--- src/rtl/branch_predict_resolve_if.sv ---
// Fetch-side prediction and EX-side resolution signals of branch_predict_resolve.
// master drives the fetch PC and the EX-stage instruction; slave is the predictor/resolver.
interface branch_predict_resolve_if #(
  parameter int XLEN     = 32,
  parameter int CNT_BITS = 16
);
  logic [XLEN-1:0]     fetch_pc;
  logic                pred_taken;
  logic                ex_valid;
  logic [XLEN-1:0]     ex_inst;
  logic [XLEN-1:0]     ex_pc;
  logic                ex_pred;
  logic                ex_taken;
  logic [1:0]          flush_in;
  logic                pcsel;
  logic [1:0]          flush;
  logic [CNT_BITS-1:0] mispredict_cnt;

  modport master (
    output fetch_pc, ex_valid, ex_inst, ex_pc, ex_pred, ex_taken, flush_in,
    input  pred_taken, pcsel, flush, mispredict_cnt
  );

  modport slave (
    input  fetch_pc, ex_valid, ex_inst, ex_pc, ex_pred, ex_taken, flush_in,
    output pred_taken, pcsel, flush, mispredict_cnt
  );
endinterface

--- src/rtl/branch_predict_resolve.sv ---
// Bimodal/gshare PHT of saturating counters: zero-latency fetch prediction plus EX-stage
// branch resolution (PC select, IF/ID + ID/EX flush), PHT/history training, mispredict count.
module branch_predict_resolve #(
  parameter int XLEN       = 32,
  parameter int INDEX_BITS = 6,
  parameter int CTR_BITS   = 2,
  parameter int GHR_BITS   = 0,
  parameter int CNT_BITS   = 16
) (
  input  logic                 clk,
  input  logic                 rst,
  branch_predict_resolve_if.slave bus
);
  localparam int DEPTH = 1 << INDEX_BITS;
  localparam int GW    = (GHR_BITS > 0) ? GHR_BITS : 1;
  localparam logic [CTR_BITS-1:0] CTR_MAX  = CTR_BITS'((1 << CTR_BITS) - 1);
  localparam logic [CTR_BITS-1:0] CTR_INIT = CTR_BITS'((1 << (CTR_BITS - 1)) - 1);

  localparam logic [6:0] OP_BR   = 7'b1100011;
  localparam logic [6:0] OP_JAL  = 7'b1101111;
  localparam logic [6:0] OP_JALR = 7'b1100111;

  typedef enum logic [1:0] {
    CLS_OTHER,
    CLS_BR,
    CLS_JAL,
    CLS_JALR
  } inst_class_e;

  logic [CTR_BITS-1:0]   pht [DEPTH];
  logic [GW-1:0]         ghr;
  logic [INDEX_BITS-1:0] ghr_ext;
  logic [INDEX_BITS-1:0] fetch_idx;
  logic [INDEX_BITS-1:0] ex_idx;
  logic [CNT_BITS-1:0]   miss_cnt;
  inst_class_e           cls;
  logic                  is_br;
  logic                  mispredict;

  generate
    if (GHR_BITS > 0) begin : g_ghr_idx
      assign ghr_ext = INDEX_BITS'(ghr);
    end else begin : g_no_ghr_idx
      assign ghr_ext = '0;
    end
  endgenerate

  assign fetch_idx = bus.fetch_pc[INDEX_BITS+1:2] ^ ghr_ext;
  assign ex_idx    = bus.ex_pc[INDEX_BITS+1:2] ^ ghr_ext;

  // Read is taken from the registered array, so a same-cycle write is not bypassed.
  assign bus.pred_taken     = pht[fetch_idx][CTR_BITS-1];
  assign bus.mispredict_cnt = miss_cnt;

  // case equality keeps unknown opcode bits out of the BR class.
  always_comb begin
    cls = CLS_OTHER;
    case (bus.ex_inst[6:0])
      OP_BR:   cls = CLS_BR;
      OP_JAL:  cls = CLS_JAL;
      OP_JALR: cls = CLS_JALR;
      default: cls = CLS_OTHER;
    endcase
  end

  assign is_br      = bus.ex_valid && (cls == CLS_BR);
  assign mispredict = is_br && (bus.ex_pred != bus.ex_taken);

  always_comb begin
    bus.pcsel = 1'b1;
    bus.flush = bus.flush_in;
    if (rst) begin
      bus.flush = 2'b00;
    end else if (bus.ex_valid) begin
      case (cls)
        CLS_BR: begin
          bus.pcsel = !mispredict;
          bus.flush = mispredict ? 2'b11 : 2'b00;
        end
        CLS_JAL, CLS_JALR: begin
          bus.pcsel = 1'b0;
          bus.flush = 2'b11;
        end
        default: ;
      endcase
    end
  end

  always_ff @(posedge clk or posedge rst) begin
    if (rst) begin
      for (int i = 0; i < DEPTH; i++) begin
        pht[i] <= CTR_INIT;
      end
    end else if (is_br) begin
      if (bus.ex_taken && (pht[ex_idx] != CTR_MAX)) begin
        pht[ex_idx] <= pht[ex_idx] + 1'b1;
      end else if (!bus.ex_taken && (pht[ex_idx] != '0)) begin
        pht[ex_idx] <= pht[ex_idx] - 1'b1;
      end
    end
  end

  generate
    if (GHR_BITS > 1) begin : g_ghr_shift
      always_ff @(posedge clk or posedge rst) begin
        if (rst) begin
          ghr <= '0;
        end else if (is_br) begin
          ghr <= {ghr[GW-2:0], bus.ex_taken};
        end
      end
    end else if (GHR_BITS == 1) begin : g_ghr_bit
      always_ff @(posedge clk or posedge rst) begin
        if (rst) begin
          ghr <= '0;
        end else if (is_br) begin
          ghr <= bus.ex_taken;
        end
      end
    end else begin : g_ghr_none
      assign ghr = '0;
    end
  endgenerate

  always_ff @(posedge clk or posedge rst) begin
    if (rst) begin
      miss_cnt <= '0;
    end else if (mispredict && (miss_cnt != '1)) begin
      miss_cnt <= miss_cnt + 1'b1;
    end
  end

  logic unused_bits;
  assign unused_bits = ^{bus.fetch_pc[XLEN-1:INDEX_BITS+2], bus.fetch_pc[1:0],
                         bus.ex_pc[XLEN-1:INDEX_BITS+2], bus.ex_pc[1:0],
                         bus.ex_inst[XLEN-1:7], ghr};
endmodule
--- src/flat_wrapper.sv ---
// flat-port wrapper written by rule: the top's interface ports become plain ports
module branch_predict_resolve_flat 
#(
  parameter int XLEN       = 32,
  parameter int INDEX_BITS = 6,
  parameter int CTR_BITS   = 2,
  parameter int GHR_BITS   = 0,
  parameter int CNT_BITS   = 16
)
  (clk, rst, bus_fetch_pc, bus_ex_valid, bus_ex_inst, bus_ex_pc, bus_ex_pred, bus_ex_taken, bus_flush_in, bus_pred_taken, bus_pcsel, bus_flush, bus_mispredict_cnt);
  branch_predict_resolve_if #(.XLEN(XLEN), .CNT_BITS(CNT_BITS)) bus_i ();
  input  logic clk;
  input  logic rst;
  input wire logic [$bits(bus_i.fetch_pc)-1:0] bus_fetch_pc;
  input wire logic [$bits(bus_i.ex_valid)-1:0] bus_ex_valid;
  input wire logic [$bits(bus_i.ex_inst)-1:0] bus_ex_inst;
  input wire logic [$bits(bus_i.ex_pc)-1:0] bus_ex_pc;
  input wire logic [$bits(bus_i.ex_pred)-1:0] bus_ex_pred;
  input wire logic [$bits(bus_i.ex_taken)-1:0] bus_ex_taken;
  input wire logic [$bits(bus_i.flush_in)-1:0] bus_flush_in;
  output wire logic [$bits(bus_i.pred_taken)-1:0] bus_pred_taken;
  output wire logic [$bits(bus_i.pcsel)-1:0] bus_pcsel;
  output wire logic [$bits(bus_i.flush)-1:0] bus_flush;
  output wire logic [$bits(bus_i.mispredict_cnt)-1:0] bus_mispredict_cnt;
  assign bus_i.fetch_pc = bus_fetch_pc;
  assign bus_i.ex_valid = bus_ex_valid;
  assign bus_i.ex_inst = bus_ex_inst;
  assign bus_i.ex_pc = bus_ex_pc;
  assign bus_i.ex_pred = bus_ex_pred;
  assign bus_i.ex_taken = bus_ex_taken;
  assign bus_i.flush_in = bus_flush_in;
  assign bus_pred_taken = bus_i.pred_taken;
  assign bus_pcsel = bus_i.pcsel;
  assign bus_flush = bus_i.flush;
  assign bus_mispredict_cnt = bus_i.mispredict_cnt;
  branch_predict_resolve #(.XLEN(XLEN), .INDEX_BITS(INDEX_BITS), .CTR_BITS(CTR_BITS), .GHR_BITS(GHR_BITS), .CNT_BITS(CNT_BITS)) u_core (.clk(clk), .rst(rst), .bus(bus_i));
endmodule
--- config.mk ---
export PLATFORM = sky130hd
export DESIGN_NAME = branch_predict_resolve_flat
export DESIGN_NICKNAME = d
export VERILOG_FILES = /design/src/rtl/branch_predict_resolve_if.sv /design/src/rtl/branch_predict_resolve.sv /design/src/flat_wrapper.sv
export SDC_FILE = /design/constraint.sdc
export NUM_CORES = 1
export LEC_CHECK = 0
export CORE_ASPECT_RATIO = 1.75
export CORE_MARGIN = 3
export CORE_UTILIZATION = 45
export CTS_CLUSTER_DIAMETER = 120
export CTS_CLUSTER_SIZE = 16
export DETAILED_ROUTE_END_ITERATION = 8
export PLACE_DENSITY = 0.71
export SLEW_MARGIN = 0
export SYNTH_ARGS = -nofsm -noshare
export SYNTH_HDL_FRONTEND = slang
export SYNTH_SLANG_ARGS = --single-unit
--- constraint.sdc ---
create_clock -name clk -period 6.9 [get_ports clk]
set_clock_uncertainty 0.15 [all_clocks]
set_input_delay 0.69 -clock clk [delete_from_list [all_inputs] [get_ports clk]]
set_output_delay 0.69 -clock clk [all_outputs]
set_load 0.02 [all_outputs]
==> out/qor.txt <==
status = completed
Critical Path Start = bus_ex_pc[2]
post_cts resized = 0
initial core utilization = 45.93%
largest net degree at the start of global routing = 75
Leak Pwr = 3.958 nW
total power = 1.949 mW
Final Hold Fails = 0
# Post-CTS Setup Buffers = 0
Setup Viol. Count Final = 0
Routability Congestion = 0.9797
Routed WL = 22.02 mm
EDFF count, synth = 0
Worst R2R End = u_core.pht[107]$_DFFE_PP0P_
CP Capture Type = flop
hold_buf cts = 0
Die Wd = 107.1 µm
Worst-path clk slew = 60 ps
iteration count of the initial detailed-routing pass = 6
clk sinks = 144
initial antenna violation count = 0
crit path to = u_core.pht[107]$_DFFE_PP0P_
Clock Path Buffers = 2
count of cell types in the netlist = 69
worst-path maximum fanout = 40
routed vias/inst = 6.147
CORE AREA = 17,540 µm²
crit-path cells = clkdlybuf4s50_1 > buf_4 > nand2_1 > o221ai_1 > a222oi_1 > o2bb2ai_1 > nor3_1 > ha_1 > xnor2_2 > buf_4 > mux2_2
Mean Syn Cell Area = 11.97 µm²
WHS = 359.9 ps
Max-Slew Margin vs Limit = 12.22%
RSZ-0062 raised after global routing = no
most used cell, CP = buf_4
CP max stage delay = 1040 ps
Tightest Pin Transition = 1317 ps
power density cells = 210.7 nW/µm²
Detail Route Antenna Nets = 0
vias in the first global route = 6,264
Hold/Removal Path Class = reg2reg
CTS tree = done
Top Ports = 123
Max Cap Viol = 0
Core Util, Final = 52.73%
Area Overhead vs Synth = 14.82%
Clk Latency, worst-skew pair = 430 ps
Crit Path Category = in2reg
number of H-tree levels = 4
worst endpoint data arrival time = 5520 ps
total congestion overflow = 0
Synth Flop Type = dfrtp_1
Synth Warn # = 0
Tot GR Track Use = 23.23%
final-layout fill cell count = 1,473
post-layout min period = 5316 ps
Final Slew Violations = 0
Final #Nets = 817
wire per inst = 23.06 µm
CTS root buf = clkbuf_16
DRC Markers = 0
Die Area = 19,600 µm²
wire length of the first global-routing pass = 34.81 mm
Post-Syn Area = 8054 µm²
Peak Freq = 188.1 MHz
layout cells sized above 1 = 37.98%
Final HPWL DP = 15.67 mm
Peak VDD IR = 0.1480 mV
Vias = 5,870
sequential fraction of the synthesis area = 45.74%
Post-synth ARST share = 100.0%
post-synthesis register bit count = 144
R2R setup slack = 2760 ps
R2R cell count = 9
slowest cell on the critical path = o2bb2ai_1
setup TNS = 0 ps
startpoint types = input pin
final period utilization = 77.05%
gate count of the mapped netlist = 673
syn nets = 779
total CTS buffers = 17
ANT cells = 0
Port Buffers = 45
Die Ht = 183.0 µm
worst path required time = 7110 ps
DRT iter0 DRCs = 391
# rows = 64
-- power breakdown --
| part | internal [mW] | switching (mW) |
|---|---|---|
| registers | 0.848 | 0.00178 |
| logic | 0.0625 | 0.141 |
| clock network | 0.537 | 0.358 |
-- through the flow --
stage	std cells	cell area [µm²]	worst slack, ps
finish	955	9248	1584
global route	955	9248	1203
CTS	955	9248	1730
detailed placement	923	8681	1269
global placement	923	8681	1425
floorplan	673	8054	2300
-- worst max-delay path, delay by kind of cell --
kind                     cells  cell delay, ps
XOR/XNOR                     1             870
AO/OA/AOI/OAI                3            1410
buffers and inverters        3            1410
AND/OR/NAND/NOR              2             450
multiplexers                 1             240
adder cells (fa/ha/maj)      1             390
-- placed cells by master (no fill, tap or decap), types with 5 or more instances in the layout --
| master | count |
|---|---|
| a22oi_1 | 10 |
| nand2b_1 | 6 |
| nor2_1 | 55 |
| dfrtp_1 | 80 |
| clkbuf_16 | 17 |
| nor2b_1 | 9 |
| mux2_2 | 123 |
| mux4_2 | 21 |
| o21ai_0 | 11 |
| a221oi_1 | 5 |
| xnor2_1 | 7 |
| and3b_1 | 5 |
| dfstp_2 | 64 |
| inv_1 | 13 |
| buf_4 | 14 |
| clkdlybuf4s50_1 | 43 |
| nand3_1 | 9 |
| nor3_1 | 10 |
| clkinv_2 | 6 |
| nand4_1 | 10 |
| mux2i_1 | 27 |
| nand2_1 | 54 |
| mux2_1 | 9 |
| a21oi_1 | 6 |
| xor2_1 | 9 |
-- worst min-delay path by stage --
stage,start,to,slack [ps],depth (start not counted)
2_1_floorplan,u_core.pht[49]$_DFFE_PP0P_,u_core.pht[49]$_DFFE_PP0P_,340,1
3_3_place_gp,u_core.bus.mispredict_cnt[15]$_DFFE_PP0P_,u_core.bus.mispredict_cnt[15]$_DFFE_PP0P_,330,1
3_5_place_dp,u_core.bus.mispredict_cnt[15]$_DFFE_PP0P_,u_core.bus.mispredict_cnt[15]$_DFFE_PP0P_,340,1
4_1_cts,u_core.bus.mispredict_cnt[15]$_DFFE_PP0P_,u_core.bus.mispredict_cnt[15]$_DFFE_PP0P_,350,1
5_1_grt,u_core.bus.mispredict_cnt[15]$_DFFE_PP0P_,u_core.bus.mispredict_cnt[15]$_DFFE_PP0P_,390,1
6_report,u_core.bus.mispredict_cnt[15]$_DFFE_PP0P_,u_core.bus.mispredict_cnt[15]$_DFFE_PP0P_,360,1
-- metal layers --
metal	GRT usage, %	up-vias	part of all wire [%]
li1	-	2568	-
met1	24.55	2953	35
met2	41.26	254	53
met3	3.628	95	5.0
met4	16.64	0	7.3
met5	0	-	0
-- layout make-up --
cell class	count	area, µm²	area share [%]
multi-input cells	475	4105	44.39
clock buffers	20	446.7	4.830
flip-flops and latches	144	3684	39.83
well taps	231	289.0	3.125
repair buffers	59	545.5	5.899
inverters	14	57.56	0.6224
clock inverters	12	120.1	1.299
-- kinds of logic (layout without fill, tap and decap cells) --
kind of cell	after synthesis	in the layout	share of synthesized area, %
compound gates	72	72	7.022
mux	181	181	28.01
simple gates	202	202	13.53
flops	144	144	45.74
fa+ha+maj	3	3	0.4661
xor+xnor	17	17	1.849
buf+inv	54	105	3.387
-- Yosys cell counts (5+ instances only) --
master	count	area (µm²)
a21oi_1	6	30.03
a221oi_1	5	43.79
a22oi_1	10	75.07
and3b_1	5	43.79
buf_2	12	60.06
clkbuf_1	17	63.81
dfrtp_1	80	2002
dfstp_2	64	1682
inv_1	14	52.55
mux2_1	9	101.4
mux2_2	123	1385
mux2i_1	27	270.3
mux4_2	21	473.0
nand2_1	54	202.7
nand2b_1	6	37.54
nand3_1	9	45.04
nand4_1	10	62.56
nor2_1	55	206.5
nor2b_1	9	56.30
nor3_1	10	50.05
o21ai_0	11	55.05
xnor2_1	8	70.07
xor2_1	9	78.83
Note: power is estimated with default switching activity, not from simulation.
